$ cat config.mk
export PLATFORM = sky130hd
export DESIGN_NAME = escalonador_processos_flat
export DESIGN_NICKNAME = d
export VERILOG_FILES = /design/src/rtl/escalonador_processos_if.sv /design/src/rtl/escalonador_processos.sv /design/src/flat_wrapper.sv
export SDC_FILE = /design/constraint.sdc
export NUM_CORES = 1
export LEC_CHECK = 0
export CAP_MARGIN = 20
export CORE_UTILIZATION = 45
export CTS_BUF_LIST = sky130_fd_sc_hd__clkbuf_4 sky130_fd_sc_hd__clkbuf_8
export DETAILED_ROUTE_END_ITERATION = 8
export PLACE_DENSITY = 0.69
export SETUP_SLACK_MARGIN = 0.5
export SYNTH_ARGS = -nofsm -noshare
export SYNTH_HDL_FRONTEND = slang
export SYNTH_SLANG_ARGS = --single-unit
$ cat constraint.sdc
create_clock -name clock -period 6.1 [get_ports clock]
set_clock_uncertainty 0.1 [all_clocks]
set_input_delay 1.525 -clock clock [delete_from_list [all_inputs] [get_ports clock]]
set_output_delay 1.525 -clock clock [all_outputs]
set_load 0.05 [all_outputs]
$ cat src/rtl/escalonador_processos_if.sv
// Bundles the signals between the scheduler and the CPU/OS side.
//   master : CPU side (drives retire/create/terminate/IO events, receives switch info)
//   slave  : scheduler (escalonador_processos)
// Ports:
//   instr_valid, pc_retorno         retired instruction and resume PC of the running process
//   cria_valid, cria_pc             process creation request and its start PC
//   cria_ack, cria_erro             one-cycle creation result pulses
//   fim_processo, io_bloqueio       running process terminates / blocks on IO
//   io_libera, io_libera_id         unblock request and target slot
//   troca, pc_novo                  context-switch pulse and PC to load
//   processo_atual, ocioso          running slot, no ready process
//   num_ativos, quantum_restante    non-free slot count, instructions left in slice
interface escalonador_processos_if #(
    parameter int N_PROC = 4,
    parameter int PC_W   = 32
);
    localparam int ID_W = $clog2(N_PROC);

    logic            instr_valid;
    logic [PC_W-1:0] pc_retorno;
    logic            cria_valid;
    logic [PC_W-1:0] cria_pc;
    logic            cria_ack;
    logic            cria_erro;
    logic            fim_processo;
    logic            io_bloqueio;
    logic            io_libera;
    logic [ID_W-1:0] io_libera_id;
    logic            troca;
    logic [PC_W-1:0] pc_novo;
    logic [ID_W-1:0] processo_atual;
    logic            ocioso;
    logic [ID_W:0]   num_ativos;
    logic [7:0]      quantum_restante;

    modport master (
        output instr_valid, pc_retorno, cria_valid, cria_pc, fim_processo,
               io_bloqueio, io_libera, io_libera_id,
        input  cria_ack, cria_erro, troca, pc_novo, processo_atual, ocioso,
               num_ativos, quantum_restante
    );

    modport slave (
        input  instr_valid, pc_retorno, cria_valid, cria_pc, fim_processo,
               io_bloqueio, io_libera, io_libera_id,
        output cria_ack, cria_erro, troca, pc_novo, processo_atual, ocioso,
               num_ativos, quantum_restante
    );
endinterface

$ cat src/rtl/escalonador_processos.sv
// Round-robin process scheduler with a fixed instruction quantum.
// Keeps a table of N_PROC slots (state + saved PC), picks the next ready
// process after quantum expiry, termination or IO blocking, and signals
// a context switch with troca/pc_novo.
// Ports:
//   clock  single clock, rising edge
//   reset  synchronous, active-high
//   bus    escalonador_processos_if.slave (see interface file for signal list)
//
// FSM states:
//   state          | meaning
//   ST_OCIOSO      | no process running, waiting for a slot to become PRONTO
//   ST_EXECUTANDO  | a process runs; counts its quantum, watches fim/io events
//   ST_SELECIONA   | choose next PRONTO slot round-robin (switch on next edge)
module escalonador_processos #(
    parameter int N_PROC  = 4,
    parameter int QUANTUM = 16,
    parameter int PC_W    = 32
) (
    input  logic                   clock,
    input  logic                   reset,
    escalonador_processos_if.slave bus
);
    localparam int ID_W = $clog2(N_PROC);

    typedef enum logic [1:0] {ST_OCIOSO, ST_EXECUTANDO, ST_SELECIONA} fsm_t;
    typedef enum logic [1:0] {SL_LIVRE, SL_PRONTO, SL_BLOQUEADO, SL_EXECUTANDO} slot_t;

    fsm_t            state, state_n;
    slot_t           tab   [N_PROC];
    slot_t           tab_n [N_PROC];
    logic [PC_W-1:0] pcs   [N_PROC];
    logic [PC_W-1:0] pcs_n [N_PROC];
    logic [ID_W-1:0] atual, atual_n;
    logic [7:0]      quantum, quantum_n;
    logic            troca, troca_n;
    logic [PC_W-1:0] pc_novo, pc_novo_n;
    logic            ack, ack_n;
    logic            erro, erro_n;
    logic [ID_W:0]   ativos, ativos_n;

    logic            cria_hit;
    logic [ID_W-1:0] cria_idx;
    logic            sel_hit;
    logic [ID_W-1:0] sel_idx;
    logic [ID_W-1:0] cand;
    logic            pronto_any;

    always_comb begin
        state_n   = state;
        atual_n   = atual;
        quantum_n = quantum;
        troca_n   = 1'b0;
        pc_novo_n = pc_novo;
        ack_n     = 1'b0;
        erro_n    = 1'b0;
        cria_hit  = 1'b0;
        cria_idx  = '0;
        sel_hit   = 1'b0;
        sel_idx   = '0;
        cand      = '0;
        pronto_any = 1'b0;
        ativos_n  = '0;
        for (int i = 0; i < N_PROC; i++) begin
            tab_n[i] = tab[i];
            pcs_n[i] = pcs[i];
        end

        // Events of the running process; fim beats io_bloqueio beats expiry.
        if (state == ST_EXECUTANDO) begin
            if (bus.fim_processo) begin
                tab_n[atual] = SL_LIVRE;
                state_n      = ST_SELECIONA;
            end else if (bus.io_bloqueio) begin
                tab_n[atual] = SL_BLOQUEADO;
                pcs_n[atual] = bus.pc_retorno;
                state_n      = ST_SELECIONA;
            end else if (bus.instr_valid) begin
                quantum_n = quantum - 8'd1;
                if (quantum == 8'd1) begin
                    tab_n[atual] = SL_PRONTO;
                    pcs_n[atual] = bus.pc_retorno;
                    state_n      = ST_SELECIONA;
                end
            end
        end

        // Creation and unblock look at the registered table, so they never
        // collide with the running slot's own update above.
        if (bus.cria_valid) begin
            for (int i = 0; i < N_PROC; i++) begin
                if (!cria_hit && tab[i] == SL_LIVRE) begin
                    cria_hit = 1'b1;
                    cria_idx = ID_W'(i);
                end
            end
            if (cria_hit) begin
                tab_n[cria_idx] = SL_PRONTO;
                pcs_n[cria_idx] = bus.cria_pc;
                ack_n           = 1'b1;
            end else begin
                erro_n = 1'b1;
            end
        end

        if (bus.io_libera && int'(bus.io_libera_id) < N_PROC &&
            tab[bus.io_libera_id] == SL_BLOQUEADO) begin
            tab_n[bus.io_libera_id] = SL_PRONTO;
        end

        for (int i = 0; i < N_PROC; i++) begin
            if (tab[i] == SL_PRONTO) pronto_any = 1'b1;
        end

        case (state)
            ST_OCIOSO: begin
                if (pronto_any) state_n = ST_SELECIONA;
            end
            ST_SELECIONA: begin
                // Selection sees this cycle's creations/unblocks; the current
                // slot is checked last (k == N_PROC).
                for (int k = 1; k <= N_PROC; k++) begin
                    cand = ID_W'((int'(atual) + k) % N_PROC);
                    if (!sel_hit && tab_n[cand] == SL_PRONTO) begin
                        sel_hit = 1'b1;
                        sel_idx = cand;
                    end
                end
                if (sel_hit) begin
                    tab_n[sel_idx] = SL_EXECUTANDO;
                    pc_novo_n      = pcs_n[sel_idx];
                    troca_n        = 1'b1;
                    quantum_n      = 8'(QUANTUM);
                    atual_n        = sel_idx;
                    state_n        = ST_EXECUTANDO;
                end else begin
                    state_n = ST_OCIOSO;
                end
            end
            default: ;
        endcase

        for (int i = 0; i < N_PROC; i++) begin
            if (tab_n[i] != SL_LIVRE) ativos_n = ativos_n + (ID_W+1)'(1);
        end
    end

    always_ff @(posedge clock) begin
        if (reset) begin
            state   <= ST_OCIOSO;
            atual   <= '0;
            quantum <= '0;
            troca   <= 1'b0;
            pc_novo <= '0;
            ack     <= 1'b0;
            erro    <= 1'b0;
            ativos  <= '0;
            for (int i = 0; i < N_PROC; i++) begin
                tab[i] <= SL_LIVRE;
                pcs[i] <= '0;
            end
        end else begin
            state   <= state_n;
            atual   <= atual_n;
            quantum <= quantum_n;
            troca   <= troca_n;
            pc_novo <= pc_novo_n;
            ack     <= ack_n;
            erro    <= erro_n;
            ativos  <= ativos_n;
            for (int i = 0; i < N_PROC; i++) begin
                tab[i] <= tab_n[i];
                pcs[i] <= pcs_n[i];
            end
        end
    end

    assign bus.cria_ack         = ack;
    assign bus.cria_erro        = erro;
    assign bus.troca            = troca;
    assign bus.pc_novo          = pc_novo;
    assign bus.processo_atual   = atual;
    assign bus.ocioso           = (state == ST_OCIOSO);
    assign bus.num_ativos       = ativos;
    assign bus.quantum_restante = quantum;
endmodule

$ cat src/flat_wrapper.sv
// flat-port wrapper written by rule: the top's interface ports become plain ports
module escalonador_processos_flat 
#(
    parameter int N_PROC  = 4,
    parameter int QUANTUM = 16,
    parameter int PC_W    = 32
)
  (clock, reset, bus_instr_valid, bus_pc_retorno, bus_cria_valid, bus_cria_pc, bus_fim_processo, bus_io_bloqueio, bus_io_libera, bus_io_libera_id, bus_cria_ack, bus_cria_erro, bus_troca, bus_pc_novo, bus_processo_atual, bus_ocioso, bus_num_ativos, bus_quantum_restante);
  escalonador_processos_if #(.N_PROC(N_PROC), .PC_W(PC_W)) bus_i ();
  input  logic clock;
  input  logic reset;
  input wire logic [$bits(bus_i.instr_valid)-1:0] bus_instr_valid;
  input wire logic [$bits(bus_i.pc_retorno)-1:0] bus_pc_retorno;
  input wire logic [$bits(bus_i.cria_valid)-1:0] bus_cria_valid;
  input wire logic [$bits(bus_i.cria_pc)-1:0] bus_cria_pc;
  input wire logic [$bits(bus_i.fim_processo)-1:0] bus_fim_processo;
  input wire logic [$bits(bus_i.io_bloqueio)-1:0] bus_io_bloqueio;
  input wire logic [$bits(bus_i.io_libera)-1:0] bus_io_libera;
  input wire logic [$bits(bus_i.io_libera_id)-1:0] bus_io_libera_id;
  output wire logic [$bits(bus_i.cria_ack)-1:0] bus_cria_ack;
  output wire logic [$bits(bus_i.cria_erro)-1:0] bus_cria_erro;
  output wire logic [$bits(bus_i.troca)-1:0] bus_troca;
  output wire logic [$bits(bus_i.pc_novo)-1:0] bus_pc_novo;
  output wire logic [$bits(bus_i.processo_atual)-1:0] bus_processo_atual;
  output wire logic [$bits(bus_i.ocioso)-1:0] bus_ocioso;
  output wire logic [$bits(bus_i.num_ativos)-1:0] bus_num_ativos;
  output wire logic [$bits(bus_i.quantum_restante)-1:0] bus_quantum_restante;
  assign bus_i.instr_valid = bus_instr_valid;
  assign bus_i.pc_retorno = bus_pc_retorno;
  assign bus_i.cria_valid = bus_cria_valid;
  assign bus_i.cria_pc = bus_cria_pc;
  assign bus_i.fim_processo = bus_fim_processo;
  assign bus_i.io_bloqueio = bus_io_bloqueio;
  assign bus_i.io_libera = bus_io_libera;
  assign bus_i.io_libera_id = bus_io_libera_id;
  assign bus_cria_ack = bus_i.cria_ack;
  assign bus_cria_erro = bus_i.cria_erro;
  assign bus_troca = bus_i.troca;
  assign bus_pc_novo = bus_i.pc_novo;
  assign bus_processo_atual = bus_i.processo_atual;
  assign bus_ocioso = bus_i.ocioso;
  assign bus_num_ativos = bus_i.num_ativos;
  assign bus_quantum_restante = bus_i.quantum_restante;
  escalonador_processos #(.N_PROC(N_PROC), .QUANTUM(QUANTUM), .PC_W(PC_W)) u_core (.clock(clock), .reset(reset), .bus(bus_i));
endmodule
==> results of run 1 <==
[cell type report]
cell class / count / share of cell area [%]
multi-input cells: 867 / 49.5
flip-flops and latches: 186 / 30.9
repair buffers: 142 / 11.6
well taps: 280 / 2.91
clock buffers: 19 / 2.17
clock inverters: 13 / 1.50
inverters: 43 / 1.34
diodes: 2 / 0.0416
[placed cells by master (no fill, tap or decap), types with 6 or more instances in the layout]
cell             netlist  final
nor3_1                38     36
nand3_1                9      9
dfxtp_1              186    186
clkdlybuf4s50_1        0    120
and3_1                95     95
o21ai_0               11     11
nor2b_1                6      6
inv_1                 43     43
ha_1                   9      9
a21oi_1               14     14
nand2_1               52     51
clkbuf_8               0     19
buf_4                  0     19
xor2_1                 6      6
mux2i_1              132    130
nor2_1               196    196
a2111oi_0             28     28
a311oi_1              32     31
a211oi_1             161    161
[critical path, delay by kind of cell]
kind            cells  cell delay (ps)
compound gates      6             1920
buf+inv             2             1220
simple gates        2              510
[state kept, by name (all words and copies together) (netlist names)]
register	count
u_core.bus.num_ativos	3
u_core.bus.troca	1
u_core.bus.pc_novo	32
u_core.bus.cria_ack	1
u_core.state	2
u_core.bus.cria_erro	1
u_core.bus.processo_atual	2
u_core.pcs	128
u_core.bus.quantum_restante	8
u_core.tab	8
[worst max path at each step]
| stage | from | to | cells past startpoint |
|---|---|---|---|
| 2_1_floorplan | bus_instr_valid | u_core.bus.pc_novo[14] | 12 |
| 3_3_place_gp | bus_fim_processo | u_core.bus.pc_novo[5] | 10 |
| 3_5_place_dp | bus_fim_processo | u_core.bus.pc_novo[26] | 10 |
| 4_1_cts | bus_fim_processo | u_core.bus.pc_novo[26] | 10 |
| 5_1_grt | bus_fim_processo | u_core.bus.pc_novo[1] | 10 |
| 6_report | bus_fim_processo | u_core.bus.pc_novo[1] | 10 |
[metrics by stage]
stage                     total power (µW)  hold WS, ps  util, %
final                                 3640          399     54.6
after global routing                  3830          422     54.6
after CTS                             3650          402     54.6
after detailed placement              2740          381     52.6
after global placement                2720          382     52.6
after floorplan                       2320          436        -
[layer usage]
metal  share of wire [%]  track usage (%)  wire (µm)  vias to the layer above
met1                  46             34.6      13600                     4474
met3                 7.0             4.69       2080                       43
met4                 1.8             9.38        549                        0
met2                  45             41.3      13500                      345
li1                    -                -          -                     4575
met5                   0                0          0                        -
[cells by family after synthesis]
logic type	count (synthesis)
buffers and inverters	159
adder cells (fa/ha/maj)	9
XOR/XNOR	10
flip-flops	186
multiplexers	137
AND/OR/NAND/NOR	425
AO/OA/AOI/OAI	286
[power by group through the flow]
stage / logic [µW] / registers, µW / clock network [µW]
2_1_floorplan: 705 / 1610 / 0
3_3_place_gp: 1270 / 1450 / 0
3_5_place_dp: 1280 / 1450 / 0
4_1_cts: 1290 / 1430 / 935
5_1_grt: 1400 / 1440 / 988
6_report: 1290 / 1430 / 916
==> impl_results.md, run 1 <==
* All-Layer GR Usage at around 26%
* CP max stage delay at 860 ps
* PnR worst setup slack at between 1000 and 1500 ps
* # nets final at roughly 1,300
* Main combinational cell family by area after synthesis: compound AO/OA/AOI/OAI gates
* Post-synth top area share at 36.5%
* Clock power share at 25.2%
* Critical Path, Cell by Cell: clkdlybuf4s50_1 -> o21ai_0 -> a21oi_2 -> a31oi_1 -> a221o_2 -> buf_4 -> and3_1 -> a2111oi_0 -> a211oi_1 -> nor3_1
* Worst r2r path cells at 12
* Final hold vios at 0
* Synth warn at 0
* Initial DRT Pass Iterations at 9
* Cts repair resizes at 0
* Switching part of the total at a little under two fifths
* Die area at around 0.023 mm²
* Multi-input logic area at about 0.0060 mm²
* Final antenna-violating net count at 0
* CORE AREA at 0.0220 mm²
* Violated checks: design-rule violations
* Synth unique cells at 63
* Syn_nets at 1,294
* Share of cells above drive strength 1 at under 10%
* Pint at ~2300 µW
* GRT overflow at 0
* Post-CTS Setup Inserts at 0
* Worst hold endpoint: u_core.bus.pc_novo[23]
* Number of global-route vias before repair at roughly 9,000
* Max capacitance violation total at 0
* Num rows at 54
* Post-synthesis mux area share at a little over an eighth
* Chip height at roughly 150 µm
* EDFF count, synth at 0
* FF/Latch Area at between 0.003 and 0.004 mm²
* Slew Limit Fails at 0
* Placer's final routability congestion estimate at 0.923
* Layout area overhead at 18.1%
* Xor and xnor area share after synthesis at less than 1%
* Placed instance count at 1,518
* Largest net degree at the start of global routing at 98
* Final setup viols at 0
* Detailed Route WL at between 20 and 30 mm
* Slowest-stage cell, CP: clkdlybuf4s50_1
* FFs w/ async S/R, synth at 0%
* Outcome: finished with violations
* Reg2reg end: u_core.bus.pc_novo[1]
* DPL Wire Length at 17.6 mm
* Main synth FF type: dfxtp_1
* Initial DRC Count at 718
* Cts bufs inserted at 17
* Comb pwr share at between 30% and 40%
* Synthesized area per cell at 8.41 µm²
* Sequential power share at between 30% and 40%
* Fmax at about 200 MHz
* H-tree levels at 4
* Setup_tns at 0 ps
* Die width at approximately 150 µm
* Worst Hold Class: reg -> reg
* Synth Area in Simple Gates at around a fifth
* Critical Path RT at ~6400 ps
* Worst slew pin tran at ~1100 ps
* Tcrit/Tclk final at 80.9%
* Area after DPL at 0.0116 mm²
* Most area-consuming cells after synthesis: dfxtp_1 (37%), mux2i_1 (13%), a211oi_1 (12%)
* WS Path Type: in -> reg
* Hold Path Cell Cnt at 2
* Maximum root-to-sink buffer count at 2
* Crit start category: input pin
* Worst R2R Start: u_core.bus.processo_atual[1]
* Synth Area in Adders at about 1.1%
* FF+latch count, synth at between 150 and 200
* CTS Hold Buffers Added at 0
* Synth area leader: dfxtp_1
* RSZ-0062 raised after global routing: false
* Register clock-pin slew on the reported worst setup and hold paths at around 100 ps
* Relative slew margins at 26.0%
* Seq/Total Area, Yosys at between 30% and 40%
* Setup slack after placement at around 750 ps
* Crit path max fanout at 65
* # IOs at 122
* Post-Syn Instances at 1,212
* Wire per inst at around 19 µm
* Mapped Area at between 0.01 and 0.015 mm²
* Minimum clock period at 4930 ps
* Post-Layout Cell Count at 1,552
* Peak VDD IR at ~0.17 mV
* Worst reg-to-reg setup slack at approximately 1900 ps
* Leak at 0.00422 µW
* CTS tree: built
* Critical Path End Type: register
* NetSw at ~1400 µW
* Cell Pwr Density at 303 mW/mm²
* Top-count cell post-synth: nor2_1
* Initial Utilization at between 40% and 50%
* Critical path data arrival time at about 5200 ps
* Fill count at roughly 2,000
* Final Cell Area at 0.0120 mm²
* Buffers on Ports at between 100 and 150
* Worst skew pair latency at between 400 and 500 ps
* Clock Sinks at about 190
* Compound-Gate Fraction of Synth Area at between 20% and 30%
* Hold Startpoint: u_core.bus.pc_novo[23]
* DRC Markers at 9
* Most frequent cells after synthesis: nor2_1 (196), dfxtp_1 (186), a211oi_1 (161)
* Global-route wire length before repair at slightly below 50 mm
* Root Driver: clkbuf_8
* Vias per inst at 6.08
* Via count at 9,437
* Initial antenna violation count at 2
Power figures use the tool's default switching activity.
==> run 2: changes to the inputs <==
--- a/config.mk
+++ b/config.mk
@@ -9,7 +9,7 @@
 export CORE_UTILIZATION = 45
 export CTS_BUF_LIST = sky130_fd_sc_hd__clkbuf_4 sky130_fd_sc_hd__clkbuf_8
 export DETAILED_ROUTE_END_ITERATION = 8
-export PLACE_DENSITY = 0.69
+export PLACE_DENSITY = 0.71
 export SETUP_SLACK_MARGIN = 0.5
 export SYNTH_ARGS = -nofsm -noshare
 export SYNTH_HDL_FRONTEND = slang
==> constraint.sdc (replaced) <==
create_clock -name clock -period 4.3 [get_ports clock]
set_clock_uncertainty 0.1 [all_clocks]
set_input_delay 1.075 -clock clock [delete_from_list [all_inputs] [get_ports clock]]
set_output_delay 1.075 -clock clock [all_outputs]
set_load 0.05 [all_outputs]
==> run 2 against run 1 <==
Effect of this change: the flow still finishes with violations (design-rule violations); clock power rose by 39%; core utilization rose by 7.0 points; clock-buffer cell count fell by 1; largest cell class unchanged; global-route usage rose by 1.1 points.
==> impl_results.md, run 2 (same netlist as run 1, synthesis figures left out) <==
* Number of global-route vias before repair at 9,323 (+4.9%)
* Minimum clock period at between 3000 and 4000 ps
* Final antenna-violating net count at 0 (unchanged)
* WS Path Type: in -> reg
* Vias per inst at 6.28 (+3.3%)
* Maximum root-to-sink buffer count at 2 (unchanged)
* Outcome: finished with violations
* Slowest-stage cell, CP: clkdlybuf4s50_1
* Share of cells above drive strength 1 at 16.2% (+9.4 points)
* GRT overflow at 0 (unchanged)
* Buffers on Ports at 121 (unchanged)
* CTS Hold Buffers Added at 0 (unchanged)
* Clock Sinks at 186 (unchanged)
* Critical path data arrival time at 4070 ps (-1150 ps)
* CTS tree: built
* # diodes at 0 (-2)
* Critical Path RT at 4580 ps (-1800 ps)
* Worst skew pair latency at 480 ps (about the same)
* DRC Markers at 7 (-2)
* Relative slew margins at 39.0% (+13 points)
* Tcrit/Tclk final at 88.0%
* Detailed Route WL at 32.8 mm (+10%)
* RSZ-0062 raised after global routing: false
* Setup slack after placement at -180 ps (-929 ps)
* Most Used Layer, Global Route: met2
* CORE AREA at 0.0220 mm² (unchanged)
* Leading cell type in the layout, fill and taps excluded: nor2_1
* Largest net degree at the start of global routing at 111 (+13%)
* Cell Pwr Density at 421 mW/mm² (+39%)
* GR Util met1 at 37.1% (+2.5 points)
* Initial Utilization at 46.3% (unchanged)
* Crit path top cell by count: buf_12
* Final setup viols at 0 (unchanged)
* Die width at 152 µm (unchanged)
* Worst slew pin tran at 915 ps (-195 ps)
* Commonest cells after routing, fill and taps aside: nor2_1 (194), dfxtp_1 (184), a211oi_1 (142), mux2i_1 (130), clkdlybuf4s50_1 (116)
* All-Layer GR Usage at 26.8% (+1.1 points)
* Violated checks: design-rule violations
* Num rows at 54 (unchanged)
* DPL Wire Length at 19.5 mm (+11%)
* GR Layer Usage met2 at 44.0% (+2.7 points)
* Worst Hold Class: reg -> reg
* # IOs at 122 (unchanged)
* Via count at 10,100 (+6.9%)
* Critical Path, Cell by Cell: clkdlybuf4s50_1 -> buf_4 -> nand4b_1 -> o32a_1 -> o21a_1 -> mux2_4 -> a221oi_4 -> buf_6 -> mux2i_4 -> buf_12 -> buf_12 -> a2111oi_4 -> a211oi_2 -> nor3_1
* CP top delay family: compound AO/OA/AOI/OAI gates
* Wire per inst at 20.4 µm (+6.5%)
* Critical Path End Type: register
* Initial antenna violation count at 0 (-2)
* Global-route wire length before repair at 50.4 mm (+4.8%)
* Fmax at between 200 and 300 MHz
* Util after Layout at 61.6% (+7.0 points)
* Slew Limit Fails at 0 (unchanged)
* Cts bufs inserted at 17 (unchanged)
* Layout area overhead at 33.1%
* Buf/Inv on CP at 5 (+3)
* Peak VDD IR at 0.243 mV (+43%)
* Max capacitance violation total at 0 (unchanged)
* PnR worst setup slack at 515 ps (-650 ps)
* Crit start category: input pin
* # nets final at 1,397 (+4.3%)
* Power, Total at 5710 µW (+57%)
* H-tree levels at 4 (unchanged)
* Largest register FFs at 128 (unchanged)
* Area after DPL at 0.0121 mm² (+4.3%)
* Biggest regs: u_core.pcs: 128 flops, u_core.bus.pc_novo: 32 flops
* CP max stage delay at 490 ps (-370 ps)
* Chip height at 152 µm (unchanged)
* Leak at 0.00471 µW (+12%)
* Final Cell Area at 0.0136 mm² (+13%)
* Initial DRT Pass Iterations at 9 (unchanged)
* Die area at 0.0233 mm² (unchanged)
* Final hold vios at 0 (unchanged)
* Register clock-pin slew on the reported worst setup and hold paths at 100 ps (about the same)
* Final hold slack at 396 ps (-2.59 ps)
* Crit path max fanout at 6 (-91%)
* Met3 Track Usage GR at 3.56% (-1.1 points)
* Largest Register: u_core.pcs
* Placer's final routability congestion estimate at 0.927 (+0.42%)
* Root Driver: clkbuf_8
* Initial DRC Count at 1,013 (+41%)
run 2: per-stage QoR:
step,cells,setup TNS (ps)
after floorplan,1212,0
after global placement,1562,-389
after detailed placement,1562,-2310
after CTS,1596,0
after global routing,1607,0
final,1607,0
run 2: power by group:
part | switching [µW] | total (µW) | internal, µW
sequential | 113 | 2040 | 1920
clock | 675 | 1270 | 594
combinational | 1430 | 2410 | 976
run 2: final cells by class:
type                       instances  area [µm²]
clock buffer                      18         248
clock inverter                    13         166
fill                            1842        8460
inverter                          43         161
multi-input combinational        868        6740
sequential                       186        3730
tap                              280         350
timing repair buffer             199        2180
run 2: final timing paths:
| path | slack, ps | depth (start not counted) | endpoint | startpoint |
|---|---|---|---|---|
| setup / recovery | 510 | 14 | u_core.bus.pc_novo[31] | bus_io_libera |
| hold / removal | 400 | 2 | u_core.bus.pc_novo[12] | u_core.bus.pc_novo[12] |
| setup reg to reg | 630 | 15 | u_core.bus.pc_novo[31] | u_core.bus.processo_atual[1] |
| hold reg to reg | 400 | 2 | u_core.bus.pc_novo[12] | u_core.bus.pc_novo[12] |
run 2: routing by layer:
layer | up-vias | part of all wire, %
li1 | 4697 | -
met1 | 4890 | 45
met2 | 472 | 47
met3 | 32 | 7.3
met4 | 0 | 0.94
met5 | - | 0
run 2: worst min-delay path, cell delays in order (launching register included):
cell     delay (ps)
dfxtp_1         320
nor2_1           90
nor3_1           50
run 2: repair_timing:
action,4_1_cts,5_1_grt
cloned,2,4
setup endpoints to repair,30,32
gates resized for setup,52,99
setup buffers,1,7
pin swaps,9,45
